<file path="src/rtl/mem_wb_sram_stage.sv">
// Memory + write-back stage: LDR/STR over a 16-bit SRAM as two half-word
// accesses (low half, then high half), followed by the register-file write port.
module mem_wb_sram_stage #(
    parameter int N           = 32,
    parameter int BASE_ADDR   = 1024,
    parameter int WAIT_CYCLES = 1
) (
    input  logic         clk,
    input  logic         rst,
    input  logic         WB_ENIn,
    input  logic         MEM_R_ENIn,
    input  logic         MEM_W_ENIn,
    input  logic [N-1:0] ALU_ResIn,
    input  logic [N-1:0] Val_RmIn,
    input  logic [3:0]   DestIn,
    output logic         freezeOut,
    output logic         WB_ENOut,
    output logic [3:0]   WB_DestOut,
    output logic [N-1:0] WB_ValueOut,
    output logic [17:0]  SRAM_ADDROut,
    output logic         SRAM_WE_NOut,
    output logic [15:0]  SRAM_DQOut,
    output logic         SRAM_DQ_OEOut,
    input  logic [15:0]  SRAM_DQIn
);

    typedef enum logic [1:0] {S_IDLE, S_LO, S_HI, S_DONE} state_t;

    localparam logic [31:0] BASE_W    = 32'(BASE_ADDR);
    localparam logic [2:0]  WAIT_LAST = 3'(WAIT_CYCLES);

    state_t        state_q, state_d;
    logic [2:0]    cnt_q, cnt_d;
    logic [15:0]   lo_q, lo_d;
    logic [15:0]   hi_q, hi_d;
    logic          wb_en_q, wb_en_d;
    logic [3:0]    wb_dest_q, wb_dest_d;
    logic [N-1:0]  wb_value_q, wb_value_d;
    logic [17:0]   sram_addr_q, sram_addr_d;
    logic          sram_we_n_q, sram_we_n_d;
    logic [15:0]   sram_dq_q, sram_dq_d;
    logic          sram_oe_q, sram_oe_d;

    logic          mem;
    logic          is_store;
    logic          freeze;
    logic [16:0]   word;

    assign mem      = MEM_R_ENIn | MEM_W_ENIn;
    assign is_store = MEM_W_ENIn & ~MEM_R_ENIn;
    assign freeze   = mem & (state_q != S_DONE);

    // Bits [18:2] of (ALU_ResIn - BASE_ADDR), with the borrow out of the low two bits.
    assign word = ALU_ResIn[18:2] - BASE_W[18:2] - 17'(ALU_ResIn[1:0] < BASE_W[1:0]);

    always_comb begin
        state_d     = state_q;
        cnt_d       = cnt_q;
        lo_d        = lo_q;
        hi_d        = hi_q;
        case (state_q)
            S_IDLE: begin
                cnt_d = '0;
                if (mem) state_d = S_LO;
            end
            S_LO: begin
                if (cnt_q == WAIT_LAST) begin
                    lo_d    = SRAM_DQIn;
                    cnt_d   = '0;
                    state_d = S_HI;
                end else begin
                    cnt_d = cnt_q + 3'd1;
                end
            end
            S_HI: begin
                if (cnt_q == WAIT_LAST) begin
                    hi_d    = SRAM_DQIn;
                    cnt_d   = '0;
                    state_d = S_DONE;
                end else begin
                    cnt_d = cnt_q + 3'd1;
                end
            end
            default: begin
                cnt_d   = '0;
                state_d = S_IDLE;
            end
        endcase
    end

    // SRAM pins are registered from the next state so they line up with it.
    always_comb begin
        sram_addr_d = '0;
        sram_we_n_d = 1'b1;
        sram_dq_d   = '0;
        sram_oe_d   = 1'b0;
        if (state_d == S_LO || state_d == S_HI) begin
            sram_addr_d = {word, (state_d == S_HI)};
            if (is_store) begin
                sram_we_n_d = 1'b0;
                sram_oe_d   = 1'b1;
                sram_dq_d   = (state_d == S_HI) ? Val_RmIn[31:16] : Val_RmIn[15:0];
            end
        end
    end

    // A frozen cycle loads a bubble so a held instruction never writes back twice.
    always_comb begin
        wb_en_d    = 1'b0;
        wb_dest_d  = wb_dest_q;
        wb_value_d = wb_value_q;
        if (!freeze) begin
            wb_en_d    = WB_ENIn & ~MEM_W_ENIn;
            wb_dest_d  = DestIn;
            wb_value_d = MEM_R_ENIn ? N'({hi_q, lo_q}) : ALU_ResIn;
        end
    end

    always_ff @(posedge clk) begin
        if (rst) begin
            state_q     <= S_IDLE;
            cnt_q       <= '0;
            lo_q        <= '0;
            hi_q        <= '0;
            wb_en_q     <= 1'b0;
            wb_dest_q   <= '0;
            wb_value_q  <= '0;
            sram_addr_q <= '0;
            sram_we_n_q <= 1'b1;
            sram_dq_q   <= '0;
            sram_oe_q   <= 1'b0;
        end else begin
            state_q     <= state_d;
            cnt_q       <= cnt_d;
            lo_q        <= lo_d;
            hi_q        <= hi_d;
            wb_en_q     <= wb_en_d;
            wb_dest_q   <= wb_dest_d;
            wb_value_q  <= wb_value_d;
            sram_addr_q <= sram_addr_d;
            sram_we_n_q <= sram_we_n_d;
            sram_dq_q   <= sram_dq_d;
            sram_oe_q   <= sram_oe_d;
        end
    end

    assign freezeOut     = freeze;
    assign WB_ENOut      = wb_en_q;
    assign WB_DestOut    = wb_dest_q;
    assign WB_ValueOut   = wb_value_q;
    assign SRAM_ADDROut  = sram_addr_q;
    assign SRAM_WE_NOut  = sram_we_n_q;
    assign SRAM_DQOut    = sram_dq_q;
    assign SRAM_DQ_OEOut = sram_oe_q;

endmodule

</file>
<file path="config.mk">
export PLATFORM = sky130hd
export DESIGN_NAME = mem_wb_sram_stage
export DESIGN_NICKNAME = d
export VERILOG_FILES = /design/src/rtl/mem_wb_sram_stage.sv
export SDC_FILE = /design/constraint.sdc
export NUM_CORES = 1
export LEC_CHECK = 0
export BUFFER_PORTS_ARGS = -buffer_cell sky130_fd_sc_hd__buf_2
export CAP_MARGIN = 20
export CORE_MARGIN = 1.5
export CORE_UTILIZATION = 40
export DETAILED_ROUTE_END_ITERATION = 8
export PLACE_DENSITY = 0.73
export REMOVE_ABC_BUFFERS = 1
export SETUP_SLACK_MARGIN = 0.5
export SLEW_MARGIN = 20
export SYNTH_ARGS = -nofsm -noshare
export SYNTH_HDL_FRONTEND = slang
export SYNTH_SLANG_ARGS = --single-unit
</file>
<file path="constraint.sdc">
create_clock -name clk -period 2.63 [get_ports clk]
set_clock_uncertainty 0.05 [all_clocks]
set_input_delay 0.526 -clock clk [delete_from_list [all_inputs] [get_ports clk]]
set_output_delay 0.526 -clock clk [all_outputs]
set_load 0.1 [all_outputs]
</file>
==> run metrics <==
status=completed; cts bufs inserted=9; Max stage delay on crit path=0.53 ns; initial DRC count=172; Slew @ Worst Pin=0.697 ns; Final min period=2.26 ns; Fmax=0.443 GHz; Util after Layout=55.3%; worst path required time=2.87 ns; Final Cycle Share=85.8%; hold_ws=0.350 ns; Post-synth top flop=dfxtp_1; DPL Wire Length=8750 µm; P_int=2.91 mW; Synth Instances=515; CTS Sinks=110; Flop pwr share=38.1%; clk_lat worst skew=0.35 ns; core area=0.0110 mm²; Max IR drop VDD=0.542 mV; I/O Buffers=162; largest family of logic cells by synthesized area=simple AND/OR/NAND/NOR gates; Mapped Area=0.00457 mm²; CP most frequent cell=or4_4; Simple-Gate Fraction of Synth Area=16.9%; Nets=785; number of flops mapped to enable cells by yosys=0; cell with the most instances after synthesis=dfxtp_1; Post-Syn Area per Cell=8.88 µm²; Cell Rows=38; layout cells sized above 1=35.1%; antenna diode count=0; DRC=0; NetSw=1.97 mW; Die Wd=110 µm; clock share of power=25.6%; Compound-Gate Fraction of Synth Area=14.7%; GRT overflow=0; sequential share of the synthesized area=48.2%; Logic pwr share=36.3%; leak pwr=2.74 nW; initial antenna violation count=0; share of the synthesized area in the top cell type=48.2%; H-tree depth=3; Synth top cells by count=dfxtp_1, nand2_1, nor2_1; synth warn=0; Post-Route WL=12300 µm; max_cap viols=0; Hold Crit Class=input pin to flop; crit start category=input pin; DRT Pass-1 Iters=4; relative slew slack=53.4%; mux contribution to synthesized area=10.7%; final count of negative-setup-slack endpoints=0; cell taking the most area after synthesis=dfxtp_1; Synth cell types=43; vias in the first global route=4074; Synth Area in XOR/XNOR=1.34%; type of destination of the critical path=flop; Critical Path AT=2.49 ns; antenna viol nets, final=0; Pins Over Slew Limit=0; Setup WS pre-CTS=-0.108 ns; DR vias=4213; CTS clk-pin slew, worst paths=0.07 ns; worst-path cell chain=buf_8 > ha_4 > or4_4 > or3_4 > or2_1 > or4_4 > a21oi_2; worst setup margin=0.374 ns; RSZ-0062 raised after global routing=true; Root Buffer=clkbuf_16; area of the die=0.0121 mm²; crit-path max FO=2; GP Congestion=0.790; Yosys reg bits=110; Sw Ratio=40.4%; global-route wire length before repair=19200 µm; final hold vios=0; All-Layer GR Usage=20.9%; CTS Buffer Depth=2; Cell Pwr Density=804 mW/mm²; Adder-Cell Fraction of Synth Area=4.11%; ys async rst share=0%; Tot Pwr=4.89 mW; WL/cell=14.9 µm; Initial Util=41.6%; CP Class=input pin to flop; via density per instance=5.10; Area Overhead vs Synth=32.9%; pin count of the biggest net entering global routing=69; Die Ht=110 µm; io pins=163; dominant cells by area after synthesis=dfxtp_1, mux2i_1, nand2_1; critical path's slowest cell=or4_4; CTS tree=done
repair_timing:
item | in CTS | in global routing
gates cloned | 1 | 0
buffers inserted | 6 | 5
gates resized for setup | 28 | 21
hold buffers | 0 | 0
endpoints found under the setup margin | 35 | 37
pin swaps | 4 | 6
metal layers:
metal / vias up / global-route usage (%) / routed length [µm] / share of wire (%)
met4: 0 / 7.24 / 260 / 2.1
met5: - / 0 / 0 / 0
met2: 176 / 35.2 / 5870 / 48
met3: 20 / 5.93 / 979 / 8.0
met1: 1922 / 25.4 / 5190 / 42
li1: 2095 / - / - / -
registers in the layout (all words and copies together) (netlist names):
register       count
state_q            2
lo_q              16
cnt_q              3
SRAM_DQOut        16
SRAM_WE_NOut       1
SRAM_ADDROut      18
SRAM_DQ_OEOut      1
WB_DestOut         4
WB_ValueOut       32
hi_q              16
WB_ENOut           1
through the flow:
step / cells / instance area (µm²) / TNS, ns
final: 826 / 6080 / 0
after global routing: 826 / 6080 / 0
after CTS: 821 / 5960 / 0
after detailed placement: 798 / 5550 / -0.110
after global placement: 798 / 5550 / -0.0564
after floorplan: 481 / 4440 / 0
cell usage in the layout, fill, tap and decap left out, types with 10 or more instances in the layout:
cell type,netlist,routed
buf_4,0,22
a211oi_1,33,33
a21oi_1,47,44
nor2_1,68,65
buf_2,0,159
dfxtp_1,110,106
nand2_1,82,81
inv_1,13,10
mux2i_1,49,49
worst paths after layout:
kind | cells past startpoint | slack (ns) | to | startpoint
worst min register to register | 1 | 0.39 | cnt_q[0]$_SDFF_PP0_ | cnt_q[0]$_SDFF_PP0_
worst min-delay path | 2 | 0.35 | SRAM_ADDROut[1]$_SDFF_PP0_ | ALU_ResIn[2]
worst max-delay path | 7 | 0.37 | SRAM_ADDROut[17]$_SDFF_PP0_ | ALU_ResIn[9]
worst max register to register | 9 | 0.51 | SRAM_ADDROut[11]$_SDFF_PP0_ | state_q[0]$_SDFF_PP0_
area by class of cell:
type / count / area (µm²)
Inverter: 13 / 51.3
Timing Repair Buffer: 188 / 1060
Multi-Input combinational cell: 359 / 2310
Tap cell: 140 / 175
Sequential cell: 110 / 2210
Clock inverter: 6 / 36.3
Clock buffer: 10 / 229
Fill cell: 1019 / 4910
power groups by stage:
stage | logic, mW | registers [mW] | clock network [mW]
floorplan | 0.387 | 2.73 | 0
global placement | 1.56 | 1.89 | 0
detailed placement | 1.59 | 1.90 | 0
CTS | 1.68 | 1.86 | 1.28
global route | 1.86 | 1.88 | 1.35
finish | 1.77 | 1.86 | 1.25
worst max-delay path: cells and delay by family:
family | cells | cell delay [ns]
AO/OA/AOI/OAI | 1 | 0.12
adder cells (fa/ha/maj) | 1 | 0.16
buffers and inverters | 1 | 0.10
AND/OR/NAND/NOR | 4 | 1.58
cells by family after synthesis:
| logic type | Yosys count |
|---|---|
| xor+xnor | 7 |
| buf+inv | 47 |
| simple gates | 181 |
| mux | 49 |
| compound gates | 106 |
| flops | 110 |
| fa+ha+maj | 15 |
No activity file was read; power rests on OpenSTA's default activity.
